`config.mk`:
```
export PLATFORM = sky130hd
export DESIGN_NAME = sar_comp
export DESIGN_NICKNAME = d
export VERILOG_FILES = /design/src/rtl/sar_comp.sv
export SDC_FILE = /design/constraint.sdc
export NUM_CORES = 1
export LEC_CHECK = 0
export CAP_MARGIN = 30
export CORE_ASPECT_RATIO = 2
export CORE_MARGIN = 5
export CORE_UTILIZATION = 25
export DETAILED_ROUTE_END_ITERATION = 16
export GPL_TIMING_DRIVEN = 0
export SLEW_MARGIN = 20
export SYNTH_ARGS = -nofsm -noshare
export SYNTH_HDL_FRONTEND = slang
export SYNTH_SLANG_ARGS = --single-unit
```
`constraint.sdc`:
```
create_clock -name clk -period 3.36 [get_ports clk]
set_input_delay 0.504 -clock clk [delete_from_list [all_inputs] [get_ports clk]]
set_output_delay 0.504 -clock clk [all_outputs]
set_load 0.01 [all_outputs]
```
`src/rtl/sar_comp.sv`:
```
// Successive-approximation search engine: drives an svreal-format trial code and
// binary-searches, one comparator bit per step, for the largest code not exceeding the unknown.
module sar_comp #(
    parameter int WIDTH    = 16,
    parameter int EXPONENT = -8,
    parameter int SETTLE   = 1
) (
    input  logic                    clk,
    input  logic                    rst,
    input  logic                    start_i,
    input  logic                    cmp_i,
    output logic signed [WIDTH-1:0] dac_o,
    output logic signed [WIDTH-1:0] result_o,
    output logic                    busy_o,
    output logic                    done_o,
    output logic                    valid_o
);

    localparam int              CW   = (SETTLE < 1) ? 1 : $clog2(SETTLE + 1);
    localparam int              KW   = (WIDTH < 2) ? 1 : $clog2(WIDTH);
    localparam logic [CW-1:0]   LAST = CW'(SETTLE);
    localparam logic [WIDTH-1:0] MSB = {1'b1, {(WIDTH-1){1'b0}}};

    // EXPONENT only labels the svreal format of the codes; it never changes the search.
    if (WIDTH < 2 || SETTLE < 0 || EXPONENT < -1024 || EXPONENT > 1024) begin : g_paramCheck
        $error("sar_comp: unsupported parameter values");
    end

    typedef enum logic {
        IDLE,
        HOLD
    } state_t;

    state_t             r_state;
    logic [WIDTH-1:0]   r_u;
    logic [KW-1:0]      r_k;
    logic [CW-1:0]      r_cnt;
    logic [WIDTH-1:0]   r_dac;
    logic [WIDTH-1:0]   r_result;
    logic               r_busy;
    logic               r_done;
    logic               r_valid;

    logic [WIDTH-1:0]   w_kBit;
    logic [WIDTH-1:0]   w_uDecided;
    logic [WIDTH-1:0]   w_uNext;

    // u is offset binary: clearing bit k when the trial overshoots, then arming bit k-1.
    always_comb begin
        w_kBit     = WIDTH'(1) << r_k;
        w_uDecided = cmp_i ? (r_u & ~w_kBit) : r_u;
        w_uNext    = w_uDecided;
        if (r_k != '0) begin
            w_uNext = w_uDecided | (w_kBit >> 1);
        end
    end

    always_ff @(posedge clk or posedge rst) begin
        if (rst) begin
            r_state  <= IDLE;
            r_u      <= MSB;
            r_k      <= KW'(WIDTH - 1);
            r_cnt    <= '0;
            r_dac    <= '0;
            r_result <= '0;
            r_busy   <= 1'b0;
            r_done   <= 1'b0;
            r_valid  <= 1'b0;
        end else begin
            r_done <= 1'b0;
            case (r_state)
                IDLE: begin
                    if (start_i) begin
                        r_u     <= MSB;
                        r_k     <= KW'(WIDTH - 1);
                        r_cnt   <= '0;
                        r_dac   <= '0;
                        r_busy  <= 1'b1;
                        r_state <= HOLD;
                    end
                end
                HOLD: begin
                    if (r_cnt == LAST) begin
                        r_cnt <= '0;
                        r_u   <= w_uNext;
                        r_dac <= w_uNext ^ MSB;
                        if (r_k == '0) begin
                            r_result <= w_uNext ^ MSB;
                            r_done   <= 1'b1;
                            r_valid  <= 1'b1;
                            r_busy   <= 1'b0;
                            r_state  <= IDLE;
                        end else begin
                            r_k <= r_k - 1'b1;
                        end
                    end else begin
                        r_cnt <= r_cnt + 1'b1;
                    end
                end
                default: r_state <= IDLE;
            endcase
        end
    end

    assign dac_o    = r_dac;
    assign result_o = r_result;
    assign busy_o   = r_busy;
    assign done_o   = r_done;
    assign valid_o  = r_valid;

endmodule

```
==> results of run 1 <==
path summary, 6_finish.rpt:
path,slack (ns),from,end
worst max register to register,1.31,r_k[1],r_u[2]
worst min-delay path,0.47,valid_o,valid_o
min in group asynchronous,0.54,rst,valid_o
worst min register to register,0.47,valid_o,valid_o
worst max-delay path,1.31,r_k[1],r_u[2]
max in group asynchronous,2.26,rst,r_u[15]
sequential cells by signal (all words and copies together), names as in the netlist:
signal / flops
r_state: 1
dac_o: 1
r_k: 4
valid_o: 1
r_u: 16
r_cnt: 1
done_o: 1
busy_o: 1
result_o: 16
worst max-delay path, delay by kind of cell, from the launching register on:
family / cells / cell delay (ns)
compound gates: 2 / 0.38
fa+ha+maj: 1 / 0.39
flops: 1 / 0.57
simple gates: 1 / 0.60
cell type report:
class | instances | area share (%)
plain buffers | 30 | 6.95
multi-input cells | 127 | 31.8
flip-flops and latches | 42 | 36.0
repair buffers | 39 | 13.9
clock buffers | 7 | 4.86
clock inverters | 1 | 0.171
inverters | 15 | 1.92
well taps | 102 | 4.35
cell families (layout without fill, tap and decap cells):
kind of cell	after synthesis	after routing
AND/OR/NAND/NOR	50	50
adder cells (fa/ha/maj)	5	5
flip-flops	42	42
multiplexers	5	5
buffers and inverters	45	92
AO/OA/AOI/OAI	67	67
cell usage in the layout (no fill, tap or decap), types with 4 or more instances in the layout:
cell type / instances
buf_2: 7
o31ai_2: 5
a21oi_1: 5
dfstp_2: 5
nor2_1: 5
inv_1: 14
buf_4: 16
clkbuf_16: 5
nand2_1: 11
ha_1: 5
dfrtp_1: 37
o21ai_1: 5
nand4_1: 4
clkdlybuf4s50_1: 38
a22o_1: 8
clkbuf_1: 5
o21ai_0: 24
and4b_1: 6
o31ai_1: 4
routing by layer:
| metal | GRT usage, % | wire length (um) | vias up |
|---|---|---|---|
| li1 | - | - | 851 |
| met1 | 10.5 | 2090 | 897 |
| met2 | 21.7 | 3520 | 35 |
| met3 | 2.06 | 171 | 11 |
| met4 | 7.07 | 204 | 0 |
| met5 | 0 | 0 | - |
power groups by stage:
stage | logic (W) | clock network [W] | registers [W]
2_1_floorplan | 0.000906 | 0 | 0.000949
3_3_place_gp | 0.00153 | 0 | 0.000942
3_5_place_dp | 0.00157 | 0 | 0.000947
4_1_cts | 0.00157 | 0.000497 | 0.000942
5_1_grt | 0.00170 | 0.000518 | 0.000974
6_report | 0.00156 | 0.000490 | 0.000940
per-stage QoR:
stage | worst slack [ns] | hold slack (ns) | power (W) | area (sq um)
final | 1.31 | 0.465 | 0.00299 | 2930
after global routing | 1.16 | 0.478 | 0.00319 | 2930
after CTS | 1.28 | 0.470 | 0.00301 | 2930
after detailed placement | 1.25 | 0.455 | 0.00252 | 2790
after global placement | 0.986 | 0.452 | 0.00248 | 2760
after floorplan | 1.67 | 0.458 | 0.00185 | 2250
==> results.ini, run 1 <==
[status]
outcome=complete, no violations

[synthesis]
synth_edf_count=0
ys_types=49
synth_seq_area_share_pct=47.0
syn_area_sq_um=2250
synth_adder_area_share_pct=2.78
synth_compound_area_share_pct=20.6
synth_cells=214
yosys.area.top_type_share_pct=41.2
ys.warnings.count=0
async_flop_share_pct=100
yosys-top-cells-area=dfrtp_1, dfstp_2, o21ai_0, buf_4, a22o_1
synth_xor_area_share_pct=0
syn_area_per_cell_sq_um=10.5
synth_top_family_by_area=compound AO/OA/AOI/OAI gates
synth_nets=223
synth_top_area_cell=dfrtp_1
netlist_top_cells_count=dfrtp_1, o21ai_0, buf_4
yosysMostFrequentCell=dfrtp_1
ys_seq_elements=42
yosys.area_share.simple_pct=15.2
synth_flop_cell=dfrtp_1
synthMuxAreaShare_pct=2.78

[grt]
grt_pass1_wl_mm=9.67
grt_overflow_total=0
antenna_found_initial=0
grt_pass1_vias=1853
grt_max_degree=24
gr-usage-all-layers_pct=11.2

[critical_path]
cp_slowest_stage_delay_ns=0.60
crit_arrival_ns=2.23
setup.worst_path.start_class=flop
worstSetupEndpointType=flop
path_cells=ha_1, nor4bb_1, o21ai_0, a22o_1
critical_path.max_fanout=8
cpMaxStageDelayCell=nor4bb_1
worst-setup-path-type=flop to flop
required_ns=3.54
r2r_cells=4

[clock_network]
path_clk_slew_ns=0.06
cts_buffers=5
clk-insertion-delay-late_ns=0.29
cts_tree=built
ctsHtreeMaxLevel=2
cts_resized=0
cts.sinks=42
cts_setup_buffers=0
cts_root_buf=clkbuf_16
hold_buffers=0
clk_path_buf_depth=2

[power_and_ir_drop]
p_clk_share_pct=16.4
combPwrFrac_pct=52.2
pwr-share-seq_pct=31.4
p_sw_w=0.00115
power.leakage_nw=1.24
irDropWorstVdd_uv=233
power_density_nw_per_um2=1020
internal_power_w=0.00184
switching_share_pct=38.3

[place]
gp_congestion=0.822
io_buffers=38
placed_cells=355
dp.final_hpwl_mm=4.60

[final_layout]
utilization_pct=33.0
fin_nets=269
n_fill_cell=884
stdcell_count=363
drive_above_1_share_pct=21.8
antenna_cells=0
area_growth_pct=30.4
regArea_sq_um=1060
multiInputGateArea_sq_um=932

[routing]
wl_per_cell_um=16.5
dr.pass1.iters=4
drt-initial-drc-count=95
drcViolationCount=0
vias=1794
totalWireLength_mm=5.98
via_per_inst=4.94
ant_nets=0

[timing]
slew_headroom_pct=60.4
hold_viol=0
min_period_ns=2.05
finalMaxSlewViolations=0
final.setup.tns_ns=0
worst_slew_pin_slew_ns=0.586
fin_crit_sh_pct=61.1
fin_worst_skew_ns=0.00600
setup-violations-final=0
rsz0062_at_grt=no
clock.fmax_mhz=487

[flow_run]
maxCapViolCount=0

[floorplanning]
io_pins=39
die-width_um=77.1
dieArea_sq_um=11100
core_sq_um=8890
die_h_um=144
rows=49
start_util_pct=25.3

[min_path]
worstHoldPathCells=1
min_path_type=flop to flop

Power figures use the tool's default switching activity.
==> run 2, diff against run 1 <==
Clock period 3.36 ns to 2 ns, I/O delays scaled along.
==> results.ini, run 2 (same netlist as run 1, synthesis figures left out) <==
[routing]
ant_nets=0
totalWireLength_mm=5.96
drcViolationCount=0
wl_per_cell_um=16.4
dr.pass1.iters=4
drt-initial-drc-count=91
via_per_inst=4.90
vias=1779

[power_and_ir_drop]
irDropWorstVdd_uv=395
power_density_nw_per_um2=1710
power.leakage_nw=1.25
report.power.total_w=0.00504

[critical_path]
critPathLaunch=r_k[0]
r2r-start=r_k[0]
worst-setup-path-type=flop to flop
setup.worst_path.start_class=flop
cp-endpoint=result_o[11]
worstSetupEndpointType=flop
r2r_cells=7
crit_arrival_ns=2.02
regToRegEndpoint=result_o[11]
required_ns=2.17
reg2reg_slack_ns=0.15
critical_path.max_fanout=10

[place]
io_buffers=38
gp_congestion=0.822
placed_cells=355
dp.final_hpwl_mm=4.60

[floorplanning]
core_sq_um=8890
io_pins=39
die_h_um=144
die-width_um=77.1
start_util_pct=25.3
dieArea_sq_um=11100
rows=49

[clock_network]
cts_buffers=5
cts_setup_buffers=0
clk-insertion-delay-late_ns=0.29
hold_buffers=0
cts.sinks=42
path_clk_slew_ns=0.06
cts_tree=built
cts_root_buf=clkbuf_16
ctsHtreeMaxLevel=2
clk_path_buf_depth=2

[timing]
setup-violations-final=0
rsz0062_at_grt=no
fin_worst_skew_ns=0.00643
min_period_ns=1.85
worst_slew_pin_slew_ns=0.557
finalMaxSlewViolations=0
clock.fmax_mhz=540
fin_crit_sh_pct=92.6
hold_viol=0
slew_headroom_pct=61.8

[grt]
gr-usage-all-layers_pct=11.2
antenna_found_initial=0
grt_overflow_total=0
grt_pass1_vias=1854
grt_pass1_wl_mm=9.65
grt_max_degree=24

[final_layout]
n_fill_cell=881
area_growth_pct=31.1
stdcell_count=363
antenna_cells=0
final_common_cell=clkdlybuf4s50_1
mostFrequentLayoutCells=clkdlybuf4s50_1, dfrtp_1, o21ai_0
fin_nets=269
drive_above_1_share_pct=22.6

[min_path]
min_path_type=primary input to async pin

[flow_run]
maxCapViolCount=0

[status]
outcome=complete, no violations

[run 2: cell count changes in the layout (fill, tap and decap cells not counted)]
cell	previous run	this run
clkbuf_1	5	4
clkbuf_2	0	1
nor4bb_1	1	0
nor4bb_4	0	1
[run 2: cell type report]
type,instances,area [sq um],area share (%)
buffer,30,205,6.96
clock buffer,7,143,4.84
clock inverter,1,5.00,0.170
inverter,15,56.3,1.91
multi-input combinational,127,947,32.1
sequential,42,1060,35.9
tap,102,128,4.33
timing repair buffer,39,408,13.8
[run 2: repair_timing]
action | CTS | global route
endpoints found under the setup margin | 1 | 10
gates resized for setup | 1 | 3
endpoints found under the hold margin | 0 | 0
[run 2: worst min-delay path by stage]
stage / start / endpoint / depth (start not counted)
floorplan: start_i / r_state / 2
global placement: valid_o / valid_o / 1
CTS: rst / valid_o / 2
global route: rst / valid_o / 2
detailed placement: valid_o / valid_o / 1
finish: rst / valid_o / 2
[run 2: worst max-delay path, cell delays in order, from the launching register on]
cell and delay, ns:
dfstp_2 0.57, inv_1 0.08, ha_1 0.19, buf_2 0.19
nand2b_4 0.13, or2_1 0.13, buf_6 0.14, mux2_4 0.30
[run 2: stage by stage]
step	TNS, ns	worst slack [ns]	instance area (sq um)	utilization [%]	hold WS (ns)
5_1_grt	0	0.0596	2950	33.2	0.401
4_1_cts	0	0.0627	2940	33.1	0.353
3_5_place_dp	-0.0504	-0.0504	2790	31.3	0.455
6_report	0	0.147	2950	33.2	0.337
2_1_floorplan	0	0.312	2250	-	0.432
3_3_place_gp	-6.16	-0.170	2760	31.0	0.452
[run 2: routing by layer]
layer	global-route usage [%]	up-vias	share of wire, %
li1	-	848	-
met1	10.4	883	35
met2	21.7	35	58
met3	2.06	13	2.9
met4	7.07	0	3.8
met5	0	-	0
[run 2: power breakdown]
part / leakage, nW / switching (W) / internal [W]
Sequential: 0.509 / 0.000310 / 0.00128
Combinational: 0.667 / 0.00129 / 0.00134
Clock: 0.0739 / 0.000329 / 0.000495
